<file path="src/rtl/dot_row_acc_pkg.sv">
// Shared definitions for the row-wise dot-product accumulator:
// FSM encoding, security-level codes and per-level beat counts for T=16.
package dot_row_acc_pkg;

    typedef enum logic [1:0] {
        ST_IDLE  = 2'd0,
        ST_ACC   = 2'd1,
        ST_DRAIN = 2'd2
    } state_t;

    // Security-level codes as presented on i_sec_lev
    localparam logic [2:0] SEC_L1 = 3'd1;
    localparam logic [2:0] SEC_L3 = 3'd3;
    localparam logic [2:0] SEC_L5 = 3'd5;

    // Beats per row for each level when T=16
    localparam int BEATS_L1 = 40;
    localparam int BEATS_L3 = 61;
    localparam int BEATS_L5 = 84;

    // Beat count software should program for a given level (0 if unknown)
    function automatic int beats_for_level(input logic [2:0] lev);
        case (lev)
            SEC_L1:  return BEATS_L1;
            SEC_L3:  return BEATS_L3;
            SEC_L5:  return BEATS_L5;
            default: return 0;
        endcase
    endfunction

endpackage

</file>
<file path="src/rtl/dot_row_acc_tree_add.sv">
// Lane reducer: sums T lanes of WIDTH bits (mod 2^WIDTH). In mode 0 the
// running element is added too, so the output is the next accumulator value.
// Mode 1 reduces the lanes alone. Optional MSB clear for level-1 arithmetic.
module tree_add #(
    parameter int T     = 16,
    parameter int WIDTH = 16
) (
    input  logic               i_mode,
    input  logic               i_clear_msb,
    input  logic [T*WIDTH-1:0] i_array,
    input  logic [WIDTH-1:0]   i_element,
    output logic [WIDTH-1:0]   o_element
);

    logic [WIDTH-1:0] sum;

    // Combinational reduction of all lanes plus the optional running element
    always_comb begin
        // NOTE: sum gets a value before any conditional use, so no latch is
        // inferred; blocking '=' is correct here because each loop step reads
        // the value written by the step before it.
        sum = (i_mode == 1'b0) ? i_element : '0;
        for (int j = 0; j < T; j++) begin
            sum = sum + i_array[j*WIDTH +: WIDTH];
        end
        if (i_clear_msb) begin
            sum[WIDTH-1] = 1'b0;
        end
    end

    assign o_element = sum;

endmodule

</file>
<file path="src/rtl/dot_row_acc.sv">
// Row-wise dot-product accumulator. Accepts T-lane product beats, folds each
// beat into a running sum through tree_add and, on the last beat of a row,
// moves the sum into a single-entry holding register presented on a
// valid/ready interface. The next row accumulates while a result is held.
module dot_row_acc
    import dot_row_acc_pkg::*;
#(
    parameter int T      = 16,
    parameter int WIDTH  = 16,
    parameter int BEAT_W = 8,
    parameter int ROW_W  = 11
) (
    input  logic               i_clk,
    input  logic               i_rst,
    input  logic [2:0]         i_sec_lev,
    input  logic               i_start,
    input  logic [BEAT_W-1:0]  i_n_beats,
    input  logic [ROW_W-1:0]   i_n_rows,
    input  logic               i_valid,
    output logic               o_ready,
    input  logic [T*WIDTH-1:0] i_prod,
    output logic               o_valid,
    input  logic               i_ready,
    output logic [WIDTH-1:0]   o_sum,
    output logic [ROW_W-1:0]   o_row_idx,
    output logic               o_busy,
    output logic               o_done
);

    state_t             state;
    logic [WIDTH-1:0]   acc;
    logic [WIDTH-1:0]   acc_next;
    logic [BEAT_W-1:0]  beat_cnt;
    logic [BEAT_W-1:0]  n_beats;
    logic [ROW_W-1:0]   row_cnt;
    logic [ROW_W-1:0]   n_rows;
    logic [2:0]         sec_lev;
    logic [WIDTH-1:0]   hold;
    logic [ROW_W-1:0]   hold_idx;
    logic               hold_valid;

    logic is_last_beat;
    logic is_last_row;
    logic accept;
    logic consume;

    // n_beats / n_rows are latched with 0 promoted to 1, so the "-1" never wraps
    assign is_last_beat = (beat_cnt == n_beats - BEAT_W'(1));
    assign is_last_row  = (row_cnt  == n_rows  - ROW_W'(1));
    assign consume      = hold_valid & i_ready;

    // A held, undrained result blocks only the beat that would overwrite it
    assign o_ready = (state == ST_ACC) & ~(is_last_beat & hold_valid & ~i_ready);
    assign accept  = i_valid & o_ready;

    tree_add #(
        .T     (T),
        .WIDTH (WIDTH)
    ) u_tree_add (
        .i_mode      (1'b0),
        .i_clear_msb (sec_lev == SEC_L1),
        .i_array     (i_prod),
        .i_element   (acc),
        .o_element   (acc_next)
    );

    assign o_valid   = hold_valid;
    assign o_sum     = hold;
    assign o_row_idx = hold_idx;
    assign o_busy    = (state != ST_IDLE);

    // Job FSM, beat/row counters, accumulator and output holding register
    always_ff @(posedge i_clk or posedge i_rst) begin
        if (i_rst) begin
            // NOTE: every register here, including the holding register, is
            // reset so an aborted job can never leak a partial row result.
            state      <= ST_IDLE;
            acc        <= '0;
            beat_cnt   <= '0;
            row_cnt    <= '0;
            n_beats    <= '0;
            n_rows     <= '0;
            sec_lev    <= '0;
            hold       <= '0;
            hold_idx   <= '0;
            hold_valid <= 1'b0;
            o_done     <= 1'b0;
        end else begin
            // NOTE: non-blocking '<=' keeps every register update based on
            // the pre-edge values, whatever order the branches below run in.
            o_done <= 1'b0;
            // Consume first; a row completing in the same cycle reloads below
            if (consume) begin
                hold_valid <= 1'b0;
            end
            case (state)
                ST_IDLE: begin
                    if (i_start) begin
                        n_beats  <= (i_n_beats == '0) ? BEAT_W'(1) : i_n_beats;
                        n_rows   <= (i_n_rows  == '0) ? ROW_W'(1)  : i_n_rows;
                        sec_lev  <= i_sec_lev;
                        acc      <= '0;
                        beat_cnt <= '0;
                        row_cnt  <= '0;
                        state    <= ST_ACC;
                    end
                end
                ST_ACC: begin
                    if (accept) begin
                        if (is_last_beat) begin
                            hold       <= acc_next;
                            hold_idx   <= row_cnt;
                            hold_valid <= 1'b1;
                            acc        <= '0;
                            beat_cnt   <= '0;
                            row_cnt    <= row_cnt + ROW_W'(1);
                            if (is_last_row) begin
                                state <= ST_DRAIN;
                            end
                        end else begin
                            acc      <= acc_next;
                            beat_cnt <= beat_cnt + BEAT_W'(1);
                        end
                    end
                end
                ST_DRAIN: begin
                    if (consume) begin
                        state  <= ST_IDLE;
                        o_done <= 1'b1;
                    end
                end
                default: begin
                    state <= ST_IDLE;
                end
            endcase
        end
    end

endmodule

</file>
<file path="config.mk">
export PLATFORM = sky130hd
export DESIGN_NAME = dot_row_acc
export DESIGN_NICKNAME = d
export VERILOG_FILES = /design/src/rtl/dot_row_acc_pkg.sv /design/src/rtl/dot_row_acc_tree_add.sv /design/src/rtl/dot_row_acc.sv
export SDC_FILE = /design/constraint.sdc
export NUM_CORES = 1
export LEC_CHECK = 0
export ABC_CLOCK_PERIOD_IN_PS = 5400
export BUFFER_PORTS_ARGS = -buffer_cell sky130_fd_sc_hd__buf_4
export CORE_MARGIN = 10
export CORE_UTILIZATION = 45
export CTS_CLUSTER_SIZE = 25
export DETAILED_ROUTE_END_ITERATION = 8
export GPL_TIMING_DRIVEN = 0
export PLACE_DENSITY_LB_ADDON = 0.05
export REMOVE_ABC_BUFFERS = 1
export SETUP_SLACK_MARGIN = 0.05
export SLEW_MARGIN = 15
export SYNTH_ARGS = -nofsm -noshare
export SYNTH_HDL_FRONTEND = slang
export SYNTH_SLANG_ARGS = --single-unit
</file>
<file path="constraint.sdc">
create_clock -name i_clk -period 5.4 [get_ports i_clk]
set_input_delay 0.27 -clock i_clk [delete_from_list [all_inputs] [get_ports i_clk]]
set_output_delay 0.27 -clock i_clk [all_outputs]
set_load 0.02 [all_outputs]
</file>
==> out/qor.yml, run 1 <==
clocking:
  cts_sinks: 88
  cts-root-buf: "clkbuf_16"
  cts_tree: "done"
  cts-htree-levels: 3
  clock_latency_ps: 340
  cts_buffers: 9
  cts_buffer_depth: 2
  clkTransAtPathRegs_ps: 60
layout:
  n_fill_cell: 2175
  area.growth.synth_to_final_pct: 29.4
  diodes: 0
  layout-drive-gt1-share_pct: 27.7
  finalNetCount: 1902
  stdcell_area_um2: 13800
  final_util_pct: 58.9
logic_synthesis:
  synth_cells: 1068
  yosysSeqAreaShare_pct: 20.7
  synth_mux_area_share_pct: 2.64
  synth_cell_types: 59
  synth_seq_cells: 88
  syn_area_um2: 10600
  synth_area_per_cell_um2: 9.97
  synth_warnings: 0
  synthDominantCellAreaShare_pct: 40.0
  synth_compound_area_share_pct: 7.13
  synthSimpleGateAreaFrac_pct: 7.98
  synth_ff_type: "dfrtp_1"
  synth_adder_area_share_pct: 43.1
  synth_top_family_by_area: "adder cells"
  synth_area_leaders: "fa_1, dfrtp_1, inv_1"
  synth_edf_count: 0
  synthArstFlopShare_pct: 100
  synth-xor-area-share_pct: 5.35
  synth_top_area_cell: "fa_1"
place:
  place.gp.congestion: 0.818
  io_buffers: 313
  dp_hpwl_um: 22500
  post_dp_cell_area_um2: 13400
  pre_cts_slack_ps: -546
floorplanning:
  die-width_um: 174
  start_util_pct: 45.5
  rows: 56
  dieArea_um2: 30200
  core_um2: 23400
  io_pins: 314
  die_y_um: 174
global_route:
  grt_pass1_vias: 8901
  grt_first_pass_wirelength_um: 43500
  grtUsageTotal_pct: 17.3
  antenna_found_initial: 0
  gr-total-overflow: 0
  grt_max_degree: 49
flow_run:
  maxCapViolCount: 0
sta:
  fin_crit_ps: 5310
  setup_ws_ps: 86.7
  holdWs_ps: -1.62
  fmax_mhz: 188
  finalClockSkew_ps: 7.84
  hold_viol_final: 2
  slew_headroom_pct: 24.9
  fin_crit_sh_pct: 98.4
  worst_pin_slew_ps: 1120
  slew_violations: 0
  setup_violations: 0
  totalNegativeSetupSlack_ps: 0
  grt_setup_unrepaired: "true"
setup_path:
  critPathKind: "in -> reg"
  crit_buf_inv: 3
  worstPathArrival_ps: 5540
  startpoint_type: "input port"
  path_delay_family: "adder cells"
  setup.worst_path.end_class: "flip-flop"
  crit_required_ps: 5630
  crit_chain: "buf_6, fa_1, inv_2, fa_1, fa_1, fa_1, fa_1, fa_1, inv_2, ha_4, fa_2, a21o_1, a21oi_2, o211ai_1, a31o_2, a21oi_4, xnor2_2, mux2_2"
  crit_slowest_cell: "fa_1"
  cp_max_fo: 3
  slowest_delay_ps: 590
  cp_common_cell: "fa_1"
detailed_routing:
  drt-initial-drc-count: 225
  drt-pass1-iter-count: 4
  wl_per_cell_um: 14.9
  ant_nets: 0
  vias: 7890
  drt-vias-per-instance: 4.63
  wirelength_um: 25500
  drc: 0
run_status:
  violations: "hold timing"
  status: "finished with violations"
min_path:
  hold_class: "in -> async"
synthesized netlist by cell type (7+ instances only):
| library cell | number |
|---|---|
| inv_1 | 348 |
| fa_1 | 213 |
| dfrtp_1 | 88 |
| nand2_1 | 80 |
| xnor2_1 | 46 |
| nor2_1 | 27 |
| ha_1 | 26 |
| mux2_2 | 25 |
| o21ai_0 | 24 |
| xor2_1 | 19 |
| a21oi_1 | 18 |
| a22o_1 | 16 |
| nand3_1 | 14 |
| clkbuf_1 | 10 |
| a211oi_1 | 9 |
| nor3_1 | 9 |
| nand2b_1 | 7 |
path summary, 6_finish.rpt:
kind	slack, ps	start	cells after the start	to
setup reg to reg	860	acc[2]	15	o_sum[12]
hold reg to reg	480	sec_lev[1]	2	sec_lev[1]
min in group i_clk	120	i_n_rows[10]	3	n_rows[10]
hold / removal	-2	i_rst	2	o_row_idx[0]
max in group asynchronous	4760	i_rst	3	n_beats[5]
setup / recovery	90	i_prod[34]	18	o_sum[12]
worst register-to-register path: cells and delay by family, from the launching register on:
family | cells | cell delay [ps]
flops | 1 | 390
compound gates | 5 | 1020
mux | 1 | 260
xor+xnor | 1 | 110
fa+ha+maj | 6 | 2510
buf+inv | 2 | 130
cells in the final DEF (no fill, tap or decap), types with 6 or more instances in the layout:
| cell type | Yosys | layout |
|---|---|---|
| fa_1 | 213 | 212 |
| xnor2_1 | 46 | 45 |
| mux2_2 | 25 | 25 |
| and2_1 | 5 | 6 |
| ha_1 | 26 | 25 |
| inv_1 | 348 | 345 |
| clkbuf_16 | 0 | 9 |
| nand2_1 | 80 | 80 |
| nor3_1 | 9 | 9 |
| dfrtp_1 | 88 | 88 |
| nand3_1 | 14 | 13 |
| nand2b_1 | 7 | 7 |
| a211oi_1 | 9 | 7 |
| buf_4 | 2 | 315 |
| a22o_1 | 16 | 16 |
| nor2_1 | 27 | 27 |
| xor2_1 | 19 | 19 |
| a21oi_1 | 18 | 15 |
| o21ai_0 | 24 | 19 |
timing repair:
action,CTS,global route
cloned,0,0
setup endpoints to repair,10,10
gates resized for setup,5,14
setup buffers,1,2
pin swaps,5,23
hold buffers,0,0
per-layer routing:
metal | GRT usage [%] | wire length, µm | vias to the layer above
met4 | 1.46 | 93 | 0
met3 | 5.51 | 1770 | 8
li1 | - | - | 3781
met2 | 30.2 | 13400 | 222
met1 | 21.3 | 10200 | 3879
met5 | 0 | 0 | -
through the flow:
step           hold WS, ps  std cells
2_1_floorplan          375       1049
5_1_grt               28.2       1704
4_1_cts               4.79       1702
6_report             -1.62       1704
3_3_place_gp           459       1681
3_5_place_dp           381       1685
cell families (layout without fill, tap and decap cells):
group | after synthesis | after routing
xor+xnor | 65 | 65
mux | 25 | 25
flops | 88 | 88
fa+ha+maj | 239 | 239
simple gates | 178 | 178
buf+inv | 367 | 684
compound gates | 106 | 106
registers in the layout (all words and copies together) (netlist names):
register / count
o_done: 1
n_rows: 11
row_cnt: 11
beat_cnt: 8
o_row_idx: 11
sec_lev: 3
acc: 16
n_beats: 8
o_valid: 1
state: 2
o_sum: 16
area by class of cell:
| cell class | count | area [µm²] | share of cell area, % |
|---|---|---|---|
| clock buffer | 13 | 270 | 1.96 |
| clock inverter | 3 | 15.0 | 0.109 |
| inverter | 348 | 1310 | 9.50 |
| multi-input combinational | 613 | 7110 | 51.6 |
| sequential | 88 | 2200 | 16.0 |
| tap | 319 | 399 | 2.90 |
| timing repair buffer | 320 | 2470 | 17.9 |
Power of run 1 is not shown: default switching activity piles up to over one toggle a cycle in this logic, so the estimate is an artifact.
==> run 2: changes to the inputs <==
--- a/config.mk
+++ b/config.mk
@@ -5,10 +5,10 @@
 export SDC_FILE = /design/constraint.sdc
 export NUM_CORES = 1
 export LEC_CHECK = 0
-export ABC_CLOCK_PERIOD_IN_PS = 5400
+export ABC_CLOCK_PERIOD_IN_PS = 4700
 export BUFFER_PORTS_ARGS = -buffer_cell sky130_fd_sc_hd__buf_4
 export CORE_MARGIN = 10
-export CORE_UTILIZATION = 45
+export CORE_UTILIZATION = 49
 export CTS_CLUSTER_SIZE = 25
 export DETAILED_ROUTE_END_ITERATION = 8
 export GPL_TIMING_DRIVEN = 0
@@ -18,4 +18,5 @@
 export SLEW_MARGIN = 15
 export SYNTH_ARGS = -nofsm -noshare
 export SYNTH_HDL_FRONTEND = slang
+export SYNTH_HIERARCHICAL = 1
 export SYNTH_SLANG_ARGS = --single-unit
==> constraint.sdc (replaced) <==
create_clock -name i_clk -period 4.7 [get_ports i_clk]
set_input_delay 0.235 -clock i_clk [delete_from_list [all_inputs] [get_ports i_clk]]
set_output_delay 0.235 -clock i_clk [all_outputs]
set_load 0.02 [all_outputs]
==> run 2 against run 1 <==
  * The flow finishes with violations (setup timing)
  * Worst hold slack better by 120 ps
  * Area after synthesis increased by 0.79%
  * Sequential share of layout area fell by 0.36 points
  * Critical path depth rose by 3
  * Synthesized cell count is 1.2% higher
  * Count of clock-buffer cells in the layout down 1
  * Flip-flop and latch count is the same
  * Via count decreased by 0.25%
  * Register-to-register slack got worse by 1500 ps
  * Non-clock buffer count is 8 higher
  * Design area increased by 2.3%
==> out/qor.yml, run 2 <==
clocking:
  cts_buffers: 9  # unchanged
  clock_latency_ps: 340  # about the same
  cts-root-buf: "clkbuf_16"  # unchanged
  clkTransAtPathRegs_ps: 60  # about the same
  cts_buffer_depth: 2  # unchanged
  cts_tree: "done"  # unchanged
  cts-htree-levels: 3  # unchanged
  cts_sinks: 88  # unchanged
setup_path:
  crit_required_ps: 4930  # was 5630 ps
  critPathKind: "reg -> reg"  # was in -> reg
  crit_chain: "nand2b_1, fa_1, fa_2, fa_1, fa_2, inv_2, fa_2, inv_2, fa_1, inv_2, ha_4, inv_2, fa_2, nor2b_1, o21ai_1, nand2b_1, a21o_1, o2111ai_2, and2_4, a211o_1, a22o_1"  # was buf_6, fa_1, inv_2, fa_1, fa_1, fa_1, fa_1, fa_1, inv_2, ha_4, fa_2, a21o_1, a21oi_2, o211ai_1, a31o_2, a21oi_4, xnor2_2, mux2_2
  cp_max_fo: 2  # was 3
  startpoint_type: "flip-flop"  # was input port
  crit_slowest_cell: "fa_2"  # was fa_1
  worstPathArrival_ps: 5590  # was 5540 ps
  slowest_delay_ps: 560  # was 590 ps
  setup.worst_path.end_class: "flip-flop"  # unchanged
logic_synthesis:
  synth_area_per_cell_um2: 9.93  # was 9.97 µm²
  synth_ff_type: "dfrtp_1"  # unchanged
  synth_cell_types: 58  # was 59
  synth.most_common_cell: "inv_1"  # unchanged
  synth_common_cells: "inv_1, fa_1, nand2_1"  # was inv_1, fa_1, dfrtp_1
  synthDominantCellAreaShare_pct: 39.7  # was 40.0%
  syn_area_um2: 10700  # was 10600 µm²
  synth_cells: 1081  # was 1068
  synth_top_area_cell: "fa_1"  # unchanged
  synth_area_leaders: "fa_1, dfrtp_1, inv_1"  # unchanged
  synth_seq_cells: 88  # unchanged
  yosysSeqAreaShare_pct: 20.5  # was 20.7%
  synth_edf_count: 0  # unchanged
  synthArstFlopShare_pct: 100  # unchanged
  synth_warnings: 6  # was 0
run_status:
  status: "finished with violations"  # unchanged
  violations: "setup timing"  # was hold timing
layout:
  finalNetCount: 1928  # was 1902
  layout_common_cells: "inv_1, buf_4, fa_1, nand2_1, dfrtp_1"  # was inv_1, buf_4, fa_1, dfrtp_1, nand2_1
  layout_commonest_cell: "inv_1"  # unchanged
  diodes: 0  # unchanged
  finalNonFillerCells: 1690  # was 1704
  area.growth.synth_to_final_pct: 31.3  # was 29.4%
  layout-drive-gt1-share_pct: 29.1  # was 27.7%
sta:
  finalClockSkew_ps: 8.94  # was 7.84 ps
  setup_violations: 22  # was 0
  fin_crit_ps: 5370
  grt_setup_unrepaired: "true"  # unchanged
  fin_crit_sh_pct: 114
  slew_violations: 0  # unchanged
  worst_pin_slew_ps: 818  # was 1120 ps
  hold_viol_final: 0  # was 2
  fmax_mhz: 186
  slew_headroom_pct: 45.1  # was 24.9%
  setup_ws_ps: -666  # was 86.7 ps
  holdWs_ps: 118  # was -1.62 ps
  totalNegativeSetupSlack_ps: -8850  # was 0 ps
floorplanning:
  dieArea_um2: 28200  # was 30200 µm²
  io_pins: 314  # unchanged
  core_um2: 21700  # was 23400 µm²
  start_util_pct: 49.5  # was 45.5%
  die_y_um: 168  # was 174 µm
  rows: 54  # was 56
  die-width_um: 168  # was 174 µm
flow_run:
  maxCapViolCount: 0  # unchanged
detailed_routing:
  vias: 7870  # was 7890
  wl_per_cell_um: 15.3  # was 14.9 µm
  drt-pass1-iter-count: 4  # unchanged
  ant_nets: 0  # unchanged
  wirelength_um: 25800  # was 25500 µm
  drt-initial-drc-count: 295  # was 225
  drt-vias-per-instance: 4.66  # was 4.63
  drc: 0  # unchanged
place:
  dp_hpwl_um: 22600  # was 22500 µm
  place.gp.congestion: 0.812  # was 0.818
  io_buffers: 313  # unchanged
  pre_cts_slack_ps: -1170  # was -546 ps
  placed_cells: 1664  # was 1685
global_route:
  grt_pass1_vias: 9058  # was 8901
  grt_first_pass_wirelength_um: 42800  # was 43500 µm
  grtUsageTotal_pct: 18.4  # was 17.3%
  grt_max_degree: 49  # unchanged
  antenna_found_initial: 0  # unchanged
  gr-total-overflow: 0  # unchanged
min_path:
  hold_class: "in -> reg"  # was in -> async
==> run 2: changes by cell type in the layout (fill, tap and decap cells not counted), sizes merged, moves of 5 or more <==
| cell | previous run | this run |
|---|---|---|
| mux2 | 25 | 20 |
| xnor2 | 46 | 56 |
| nand2b | 7 | 16 |
| nand3 | 14 | 8 |
| nand2 | 81 | 104 |
| and2b | 0 | 5 |
| buf | 320 | 327 |
| conb | 0 | 7 |
| a21oi | 18 | 12 |
| o21ai | 27 | 18 |
| inv | 348 | 339 |
| a211oi | 9 | 0 |
| o31ai | 6 | 1 |
==> run 2: repair_timing <==
action / CTS / global route
hold endpoints to repair: 40 / 0
setup buffers: 7 / 3
pin swaps: 25 / 18
resized for setup: 22 / 16
endpoints found under the setup margin: 20 / 25
cloned: 0 / 0
hold buffers: 1 / 0
==> run 2: through the flow <==
stage | utilization [%] | instance area, µm²
after floorplan | - | 10700
after global placement | 61.6 | 13400
after detailed placement | 62.2 | 13500
after CTS | 64.4 | 14000
after global routing | 65.0 | 14100
final | 65.0 | 14100
==> run 2: path summary, 6_finish.rpt <==
kind / start / to / slack [ps] / cells after the start
max in group asynchronous: i_rst / o_sum[3] / 3570 / 4
min in group asynchronous: i_rst / o_row_idx[5] / 510 / 3
hold / removal: i_n_rows[1] / n_rows[1] / 120 / 3
setup reg to reg: acc[1] / acc[14] / -670 / 21
hold reg to reg: o_sum[2] / o_sum[2] / 460 / 2
setup / recovery: acc[1] / acc[14] / -670 / 21
==> run 2: per-layer routing <==
| metal | GRT usage, % | vias to the layer above | wire length [µm] |
|---|---|---|---|
| met2 | 35.1 | 196 | 14200 |
| li1 | - | 3786 | - |
| met4 | 2.27 | 0 | 172 |
| met3 | 5.98 | 14 | 2010 |
| met1 | 19.8 | 3874 | 9460 |
| met5 | 0 | - | 0 |
==> run 2: cell families after synthesis <==
logic type,share of synthesized area [%]
compound gates,5.06
xor+xnor,6.63
fa+ha+maj,42.8
buf+inv,12.7
flops,20.5
mux,2.28
other cells,0.0349
simple gates,10.0
==> run 2: cell type report <==
cell class | instances | area (µm²)
Clock buffer | 12 | 256
Fill cell | 1846 | 7590
Sequential cell | 88 | 2200
Inverter | 339 | 1270
Clock inverter | 3 | 65.1
Timing Repair Buffer | 328 | 2540
Tap cell | 280 | 350
Multi-Input combinational cell | 640 | 7410
==> run 2: critical path, delay by kind of cell, from the launching register on <==
family / cells / cell delay, ps
AND/OR/NAND/NOR: 4 / 540
AO/OA/AOI/OAI: 5 / 880
flip-flops: 1 / 390
adder cells (fa/ha/maj): 8 / 3230
buffers and inverters: 4 / 210
Power of run 2 is left out for the same reason.
